### src/rtl/johnson_phase_decoder.sv
// johnson_phase_decoder
//   Decodes the 4-bit Johnson code from an upstream counter into a phase
//   index. It checks that successive samples advance legally, locks after
//   LOCK_COUNT consecutive advances, and counts completed 8-phase cycles
//   while locked.
//
// Ports
//   clk           rising-edge clock
//   reset         asynchronous, active-low reset
//   en            sample qualifier; jc_in is evaluated only when en=1
//   jc_in[3:0]    Johnson code from the upstream counter
//   clr_err       synchronous clear of seq_err (a coincident new fault wins)
//   phase[2:0]    phase index of the last legal sample
//   phase_onehot  one-hot of phase while valid=1, otherwise zero
//   valid         the last evaluated sample was a legal code
//   locked        FSM is in LOCKED
//   seq_err       sticky flag for a sequence fault seen while LOCKED
//   cycle_cnt     completed 8-phase cycles while LOCKED (wraps)
//   wrap_pulse    one-cycle strobe on a LOCKED phase 7 -> 0 advance
module johnson_phase_decoder #(
    parameter int unsigned LOCK_COUNT = 4,
    parameter int unsigned CNT_W      = 8
) (
    input  logic             clk,
    input  logic             reset,
    input  logic             en,
    input  logic [3:0]       jc_in,
    input  logic             clr_err,
    output logic [2:0]       phase,
    output logic [7:0]       phase_onehot,
    output logic             valid,
    output logic             locked,
    output logic             seq_err,
    output logic [CNT_W-1:0] cycle_cnt,
    output logic             wrap_pulse
);

    typedef enum logic [1:0] {
        SEARCH = 2'd0,
        LOCKED = 2'd1,
        ERROR  = 2'd2
    } state_t;

    localparam logic [3:0] LOCK_N = 4'(LOCK_COUNT);

    state_t     state, state_nxt;
    logic [3:0] step, step_nxt;
    logic [3:0] prev, prev_nxt;
    logic       prev_ok, prev_ok_nxt;
    logic       code_legal;
    logic [2:0] code_phase;
    logic       advance;
    logic       fault;
    logic       wrap;

    always_comb begin
        code_legal = 1'b1;
        code_phase = 3'd0;
        case (jc_in)
            4'b0000: code_phase = 3'd0;
            4'b0001: code_phase = 3'd1;
            4'b0011: code_phase = 3'd2;
            4'b0111: code_phase = 3'd3;
            4'b1111: code_phase = 3'd4;
            4'b1110: code_phase = 3'd5;
            4'b1100: code_phase = 3'd6;
            4'b1000: code_phase = 3'd7;
            default: code_legal = 1'b0;
        endcase
    end

    // The next Johnson code shifts left and feeds back the inverted MSB.
    // A repeated code therefore never counts as an advance.
    assign advance = code_legal && prev_ok && (jc_in == {prev[2:0], ~prev[3]});

    always_comb begin
        state_nxt   = state;
        step_nxt    = step;
        prev_nxt    = prev;
        prev_ok_nxt = prev_ok;
        fault       = 1'b0;
        wrap        = 1'b0;
        if (en) begin
            if (code_legal) begin
                prev_nxt    = jc_in;
                prev_ok_nxt = 1'b1;
            end
            case (state)
                SEARCH: begin
                    if (advance) begin
                        if (step + 4'd1 >= LOCK_N) begin
                            state_nxt = LOCKED;
                            step_nxt  = '0;
                        end else begin
                            step_nxt = step + 4'd1;
                        end
                    end else if (code_legal) begin
                        // The first code after reset only seeds prev.
                        // A legal bad step restarts the count at 1.
                        step_nxt = prev_ok ? 4'd1 : 4'd0;
                    end else begin
                        step_nxt = '0;
                    end
                end
                LOCKED: begin
                    if (advance) begin
                        wrap = (prev == 4'b1000);
                    end else begin
                        state_nxt = ERROR;
                        fault     = 1'b1;
                    end
                end
                ERROR: begin
                    if (code_legal) begin
                        state_nxt = SEARCH;
                        step_nxt  = '0;
                    end
                end
                default: state_nxt = SEARCH;
            endcase
        end
    end

    always_ff @(posedge clk or negedge reset) begin
        if (!reset) begin
            state        <= SEARCH;
            step         <= '0;
            prev         <= '0;
            prev_ok      <= 1'b0;
            phase        <= '0;
            phase_onehot <= '0;
            valid        <= 1'b0;
            locked       <= 1'b0;
            seq_err      <= 1'b0;
            cycle_cnt    <= '0;
            wrap_pulse   <= 1'b0;
        end else begin
            state      <= state_nxt;
            step       <= step_nxt;
            prev       <= prev_nxt;
            prev_ok    <= prev_ok_nxt;
            locked     <= (state_nxt == LOCKED);
            wrap_pulse <= wrap;
            if (en) begin
                valid        <= code_legal;
                phase_onehot <= code_legal ? (8'b1 << code_phase) : '0;
                if (code_legal) begin
                    phase <= code_phase;
                end
            end
            if (wrap) begin
                cycle_cnt <= cycle_cnt + CNT_W'(1);
            end
            if (fault) begin
                seq_err <= 1'b1;
            end else if (clr_err) begin
                seq_err <= 1'b0;
            end
        end
    end

endmodule

### config.mk
export PLATFORM = sky130hd
export DESIGN_NAME = johnson_phase_decoder
export DESIGN_NICKNAME = d
export VERILOG_FILES = /design/src/rtl/johnson_phase_decoder.sv
export SDC_FILE = /design/constraint.sdc
export NUM_CORES = 1
export LEC_CHECK = 0
export ABC_AREA = 1
export BUFFER_PORTS_ARGS = -buffer_cell sky130_fd_sc_hd__buf_2
export CAP_MARGIN = 15
export CORE_UTILIZATION = 54
export CTS_BUF_LIST = sky130_fd_sc_hd__clkbuf_4 sky130_fd_sc_hd__clkbuf_8 sky130_fd_sc_hd__clkbuf_16
export CTS_CLUSTER_SIZE = 24
export DETAILED_ROUTE_END_ITERATION = 6
export GPL_ROUTABILITY_DRIVEN = 0
export HOLD_SLACK_MARGIN = 0.15
export PLACE_DENSITY_LB_ADDON = 0.3
export SKIP_LAST_GASP = 1
export SYNTH_ARGS = -nofsm -noshare
export SYNTH_HDL_FRONTEND = slang
export SYNTH_SLANG_ARGS = --single-unit
### constraint.sdc
create_clock -name clk -period 1.5 [get_ports clk]
set_input_delay 0.225 -clock clk [delete_from_list [all_inputs] [get_ports clk]]
set_output_delay 0.225 -clock clk [all_outputs]
set_load 0.05 [all_outputs]
# Word level (Yosys, flattened, before mapping)
# Index checks and enable logic that the tools add are counted.
# W data, S select, Z words.
# op_classes
magnitude_cmp	1
n_mux	23
add_sub_neg	2
n_shift	1
n_reduce_logical	9
eq_ne	13
bitwise	1
# op_table
op	n
$pmux W3 S7	1
$eq A4 B4 Y1 const B	5
$mux W4	3
$mux W1	11
$mux W2	5
$add A8 B1 Y8 const B	1
$mux W8	1
$pmux W4 S2	1
$reduce_or A8 Y1	1
$shl A1 B3 Y8 const A	1
$pmux W2 S3	1
$add A4 B1 Y4 const B	1
$eq A2 B1 Y1 const B	2
$eq A4 B1 Y1 const B	1
$eq A4 B2 Y1 const B	1
$eq A4 B3 Y1 const B	1
$eq A4 B4 Y1	1
$ge A4 B3 Y1 const B	1
$logic_not A4 Y1	1
$reduce_bool A2 Y1	2
$reduce_and A3 Y1	1
$eq A2 B2 Y1 const B	1
$logic_and A1 B1 Y1	2
$logic_not A2 Y1	1
3 further kinds	3
# totals
reg_bits	34
out_inout_bits	23
in_bits	8
elab_cells	61

# Logic depth before layout (Yosys ltp)
# Gate-level depths: netlist of the first run.
# depth
depth_word	9
depth_mapped	12
ltp_nobuf	11

# Least setup slack after synthesis of the first run
# Ideal clock, no wire load.
# synth_path
path_kind	reg2reg
startpoint	register cycle_cnt[0]
endpoint	register cycle_cnt[6]
stages_incl_launch_ff	8
slack_ns	-0.007
arrival_time_ns	1.442
required_time_ns	1.435
period_less_slack_ns	1.507
setup_ns	0.065
n_path_buf	0
path_cell_list	dfrtp_1 ha_1 inv_1 nor3_1 inv_1 nor2_1 nand3_1 nand2_1
# synth_via
elab_chain_len	1
# synth_rtl
item	line_no	text
start: declaration	34	output logic [CNT_W-1:0] cycle_cnt,
start signal: assignment	152	cycle_cnt <= cycle_cnt + CNT_W'(1);
$add A8 B1 Y8	152	
# No other way between the ends.
# A chain may end at the register's enable or synchronous reset.

# Worst setup path after layout of the first run
# layout_path
startpoint	register prev[3]
endpoint	register cycle_cnt[7]
# layout_via
elab_chain_len	6
word_cells_on_any_way	7
cone_classes	eq/ne: 2; mux: 3; bitwise: 1; reduce/logical: 1
# layout_rtl
item	line_no	text
start: declaration	48	logic [3:0] prev, prev_nxt;
start signal: assignment	140	prev <= prev_nxt;
$not A1 Y1	74	assign advance = code_legal && prev_ok && (jc_in == {prev[2:0], ~prev[3]});
$eq A4 B4 Y1	74	
$logic_and A1 B1 Y1	74	
$mux W1 (*)	106	if (advance) begin
$mux W1 (*)	88	case (state)
$mux W1 (*)	83	if (en) begin
# Every way passes the cells marked *; elsewhere a longest branch is shown, timed or not.

==> flow_summary.toml, run 1 <==
[layout]
final_cell_mix = "nand2_1 (55), dfrtp_1 (33), buf_2 (30), inv_1 (24)"
area_growth_pct = 19.9
layout_commonest_cell = "nand2_1"
drive_gt1_share_pct = 26.6
antennaDiodeCount = 0
final_util_pct = 70.7
finalNetCount = 257
fillCellCount = 235

[sta]
rsz0062_at_grt = "no"
maxSlewViolCount = 0
clock_skew_ps = 11.1
setup_viol = 0
hold_viol = 0
fin_crit_ps = 1410
finalSetupTns_ps = 0
slew_headroom_pct = 72.9
fmax_mhz = 709
min_period_over_period_pct = 94.0
fin_ws_ps = 90.5
worstMarginPinSlew_ps = 407

[synth]
ys_ff_latch = 34
synth_fp_nets = 215
avgSynthCellArea_um2 = 8.14
ys.warnings.count = 0
ys_types = 27
synthesis.area_um2 = 1670
syn-instance-count = 205
ys_seq_area_share_pct = 51.0

[worst_setup_path]
cp_common_cell = "nand2_1"
crit_buf_inv = 1
required_ps = 1740
critPathLaunchType = "register"
critical_path_class = "register to register"
crit_chain = "inv_1 > nand2_1 > nand2_1 > nand3_1 > nor2_4 > nand3_2 > o21ai_1 > nand2_1"
cp.arrival_ps = 1650
r2r_start = "prev[3]"
cpMaxStageDelayCell = "dfrtp_1"
cp_top_family = "simple AND/OR/NAND/NOR gates"
end_kind = "register"
startpoint = "prev[3]"
cpPeakStageDelay_ps = 410
cp_max_fo = 6

[floorplanning]
io_pins = 31
die_area_um2 = 3310
rows = 19
die_w_um = 57.6
die_h_um = 57.6
coreArea_um2 = 2830
start_util_pct = 59.0

[power]
power_density_nw_per_um2 = 964
irDropWorstVdd_mv = 0.688
pwr-share-comb_pct = 19.5
power.switching_mw = 0.599
finalPower_mw = 1.93
intPower_mw = 1.33
sw_frac_of_total_pct = 31.1
p_leak_nw = 1.06
pwr-share-seq_pct = 52.3
clkPwrFrac_pct = 28.2

[hold_path]
worstHoldStart = "jc_in[1]"
hp-class = "primary input to register"

[drt]
finalWirelength_um = 3280
antenna_left = 0
vias = 1428
first_iter_violations = 85
viasPerCell = 5.12
wire_per_inst_um = 11.8
drc = 1
firstDrtPassIters = 6

[cts]
cts-root-buf = "clkbuf_4"
cts_sinks = 34
cts_tree = "yes"
clk_pin_slew_worst_paths_ps = 110
ctsHtreeMaxLevel = 2
clock_latency_ps = 340
cts_buffers = 5
clockBufferDepth = 2

[global_route]
grt_use_total_pct = 22.6
antenna_found_initial = 0
grt_pass1_vias = 1369
grt_pass1_wl_um = 5690
grt-ovfl-total = 0
grt_max_degree = 35

[placed_design]
post-place-ws_ps = -50.7
numPortBuffers = 30
dpl.hpwl_um = 2380

[run]
max_cap_viol_count = 0

[run_status]
violations = "DRC"
outcome = "complete, but fails checks"
## sequential cells by signal, summed over array words and instances (netlist names)
signal        count
state             2
step              4
seq_err           1
prev              4
prev_ok           1
wrap_pulse        1
cycle_cnt         8
valid             1
phase             3
phase_onehot      8
locked            1
## cell type report
class	count	area, µm²	area share, %
clock buffers	7	58.8	2.94
clock inverters	1	5.00	0.250
inverters	30	113	5.63
multi-input cells	137	709	35.5
flip-flops and latches	34	852	42.6
well taps	31	38.8	1.94
repair buffers	39	223	11.1
## worst paths after layout
check / to / slack (ps) / cells past startpoint
max reg2reg: cycle_cnt[7] / 90 / 8
min in group asynchronous: step[3] / 430 / 3
min: phase_onehot[1] / 170 / 2
max in group asynchronous: cycle_cnt[0] / 750 / 3
max: cycle_cnt[7] / 90 / 8
min reg2reg: phase[2] / 480 / 2
## logic make-up (layout without fill, tap and decap cells)
kind of cell / after synthesis / in the layout / share of synthesized area, %
compound gates: 29 / 29 / 9.75
simple gates: 99 / 100 / 26.0
flops: 34 / 34 / 51.0
buf+inv: 35 / 77 / 8.55
xor+xnor: 6 / 6 / 3.15
fa+ha+maj: 2 / 2 / 1.50
## what timing repair did
item,CTS,global route
setup buffers,0,1
gates resized for setup,2,4
gates cloned,0,1
hold endpoints to repair,35,0
hold buffers,2,0
endpoints found under the setup margin,6,7
pin swaps,0,2
## metrics by stage
step / hold slack [ps] / cell area (µm²) / instances
floorplan: -70.6 / 1670 / 205
global placement: 275 / 1870 / 267
detailed placement: 274 / 1870 / 267
CTS: 165 / 1970 / 277
global route: 213 / 2000 / 279
finish: 174 / 2000 / 279
## worst reg2reg max path: cells and delay by family, from the launching register on
kind | cells | cell delay, ps
buffers and inverters | 1 | 80
AOI/OAI and AO/OA | 1 | 170
and+or+nand+nor | 6 | 640
DFF | 1 | 410
## synth_stat cells
| cell type | instances | area, µm² |
|---|---|---|
| xnor2_1 | 4 | 35.0 |
| nor2_4 | 2 | 22.5 |
| buf_6 | 1 | 11.3 |
| nor2_2 | 1 | 6.26 |
| ha_1 | 2 | 25.0 |
| xor2_1 | 2 | 17.5 |
| clkbuf_1 | 1 | 3.75 |
| o22ai_1 | 1 | 6.26 |
| nor2_1 | 18 | 67.6 |
| nand4_1 | 3 | 18.8 |
| nand3_2 | 2 | 20.0 |
| nand2_2 | 2 | 12.5 |
| dfrtp_1 | 34 | 851 |
| buf_2 | 3 | 15.0 |
| inv_2 | 6 | 22.5 |
| a21oi_1 | 1 | 5.00 |
| o21bai_1 | 1 | 7.51 |
| o21bai_2 | 1 | 11.3 |
| a21oi_2 | 1 | 8.76 |
| o31ai_1 | 1 | 7.51 |
| inv_1 | 24 | 90.1 |
| nand2_1 | 55 | 206 |
| nor3_1 | 1 | 5.00 |
| o21ai_0 | 14 | 70.1 |
| o21ai_1 | 8 | 40.0 |
| a31oi_1 | 1 | 6.26 |
| nand3_1 | 15 | 75.1 |
## metal layers
| metal | part of all wire [%] | routed length (µm) | GRT usage (%) |
|---|---|---|---|
| met4 | 1.3 | 43 | 9.41 |
| met5 | 0 | 0 | 0 |
| met1 | 49 | 1610 | 31.0 |
| met2 | 46 | 1510 | 34.1 |
| met3 | 3.5 | 116 | 6.12 |
## power groups by stage
stage               logic [mW]  registers (mW)  clock network [mW]
floorplan                0.159            1.11                   0
global placement         0.348            1.02                   0
detailed placement       0.350            1.03                   0
CTS                      0.360            1.01               0.553
global route             0.412            1.01               0.592
finish                   0.377            1.01               0.543
Power figures use the tool's default switching activity.
==> run 2: changes to the inputs <==
- CELL_PAD_IN_SITES_DETAIL_PLACEMENT: not set -> 0
- CELL_PAD_IN_SITES_GLOBAL_PLACEMENT: not set -> 1
- CORE_UTILIZATION: 54 -> 40
==> flow_summary.toml, run 2 (synthesis gave the netlist of run 1 again) <==
[placed_design]
place_inst = 289
dpl.hpwl_um = 2560
numPortBuffers = 30
post-place-ws_ps = -46.3

[cts]
clk_pin_slew_worst_paths_ps = 70
ctsHtreeMaxLevel = 2
clockBufferDepth = 2
cts-root-buf = "clkbuf_8"
cts_tree = "yes"
cts_sinks = 34
clock_latency_ps = 280
cts_buffers = 5

[worst_setup_path]
cp_max_fo = 4
cp.arrival_ps = 1640
end_kind = "register"
critical_path_class = "register to register"
critPathLaunchType = "register"
required_ps = 1730

[layout]
layout_commonest_cell = "nand2_1"
largestRegisters = "cycle_cnt x8, phase_onehot x8"
final_cells = 301
fillCellCount = 391
final_cell_mix = "nand2_1 (55), dfrtp_1 (33), buf_2 (30), inv_1 (24)"
area_growth_pct = 26.3
finalNetCount = 260
drive_gt1_share_pct = 29.1
antennaDiodeCount = 0
final_util_pct = 52.7

[drt]
first_iter_violations = 41
finalWirelength_um = 3480
vias = 1398
wire_per_inst_um = 11.6
drc = 0
firstDrtPassIters = 4
viasPerCell = 4.64
antenna_left = 0

[global_route]
grt-ovfl-total = 0
grt_use_total_pct = 17.9
grt_max_degree = 21
grt_pass1_vias = 1315
antenna_found_initial = 0
grt_pass1_wl_um = 5870

[power]
p_leak_nw = 1.10
power_density_nw_per_um2 = 982
irDropWorstVdd_mv = 0.622

[floorplanning]
io_pins = 31
coreArea_um2 = 4000
start_util_pct = 41.7
die_area_um2 = 4430
rows = 23
die_w_um = 66.6
die_h_um = 66.6

[sta]
hold_viol = 0
fin_ws_ps = 81.1
fmax_mhz = 705
slew_headroom_pct = 75.8
rsz0062_at_grt = "yes"
maxSlewViolCount = 0
fin_crit_ps = 1420
setup_viol = 0
min_period_over_period_pct = 94.6
clock_skew_ps = 3.93
worstMarginPinSlew_ps = 364

[hold_path]
hp-class = "primary input to register"

[run_status]
outcome = "finished, final reports clean"

[run]
max_cap_viol_count = 0
## run 2: worst max-delay path, stage by stage (launching register included)
cell and delay (ps):
dfrtp_1 400, ha_1 180, inv_1 60, nor3_1 280, inv_1 130, nor2_2 160
nand3_1 90, nand2_1 70
## run 2: worst paths after layout
kind                              start           end  slack [ps]  cells past startpoint
max reg2reg                cycle_cnt[1]  cycle_cnt[6]          80                      7
max in group asynchronous         reset  cycle_cnt[0]         690                      3
min                            jc_in[0]       prev[0]         230                      3
min reg2reg                    phase[2]      phase[2]         470                      2
max                        cycle_cnt[1]  cycle_cnt[6]          80                      7
min in group asynchronous         reset        locked         380                      2
## run 2: per-stage QoR
| step | instance area [µm²] | hold WS, ps | power (mW) | TNS (ps) |
|---|---|---|---|---|
| floorplan | 1670 | -70.6 | 1.27 | 0 |
| global placement | 1930 | 167 | 1.39 | -44.7 |
| detailed placement | 1930 | 167 | 1.39 | -97.3 |
| CTS | 2050 | 231 | 2.08 | 0 |
| global route | 2110 | 262 | 2.18 | -40.8 |
| finish | 2110 | 230 | 2.07 | 0 |
## run 2: where the power goes
group / switching (mW) / internal [mW] / total (mW)
Combinational: 0.270 / 0.126 / 0.396
Clock: 0.327 / 0.339 / 0.667
Sequential: 0.0372 / 0.969 / 1.01
Total: 0.635 / 1.43 / 2.07
## run 2: timing repair
| item | in CTS | in global routing |
|---|---|---|
| setup buffers | 0 | 1 |
| pin swaps | 0 | 3 |
| gates cloned | 0 | 1 |
| setup endpoints to repair | 6 | 8 |
| hold buffers | 2 | 0 |
| gates resized for setup | 2 | 11 |
| endpoints found under the hold margin | 15 | 0 |
## run 2: final cells by class
type	count	area [µm²]	share of cell area, %
clock buffer	6	76.3	3.62
clock inverter	2	10.0	0.475
inverter	30	113	5.34
multi-input combinational	137	736	34.9
sequential	34	852	40.4
tap	50	62.6	2.97
timing repair buffer	42	258	12.2
## run 2: metal layers
| layer | track usage (%) | vias up | wire length, µm |
|---|---|---|---|
| met2 | 27.7 | 19 | 1590 |
| met4 | 6.38 | 0 | 52 |
| met5 | 0 | - | 0 |
| met3 | 5.82 | 5 | 120 |
| li1 | - | 741 | - |
| met1 | 23.4 | 633 | 1720 |
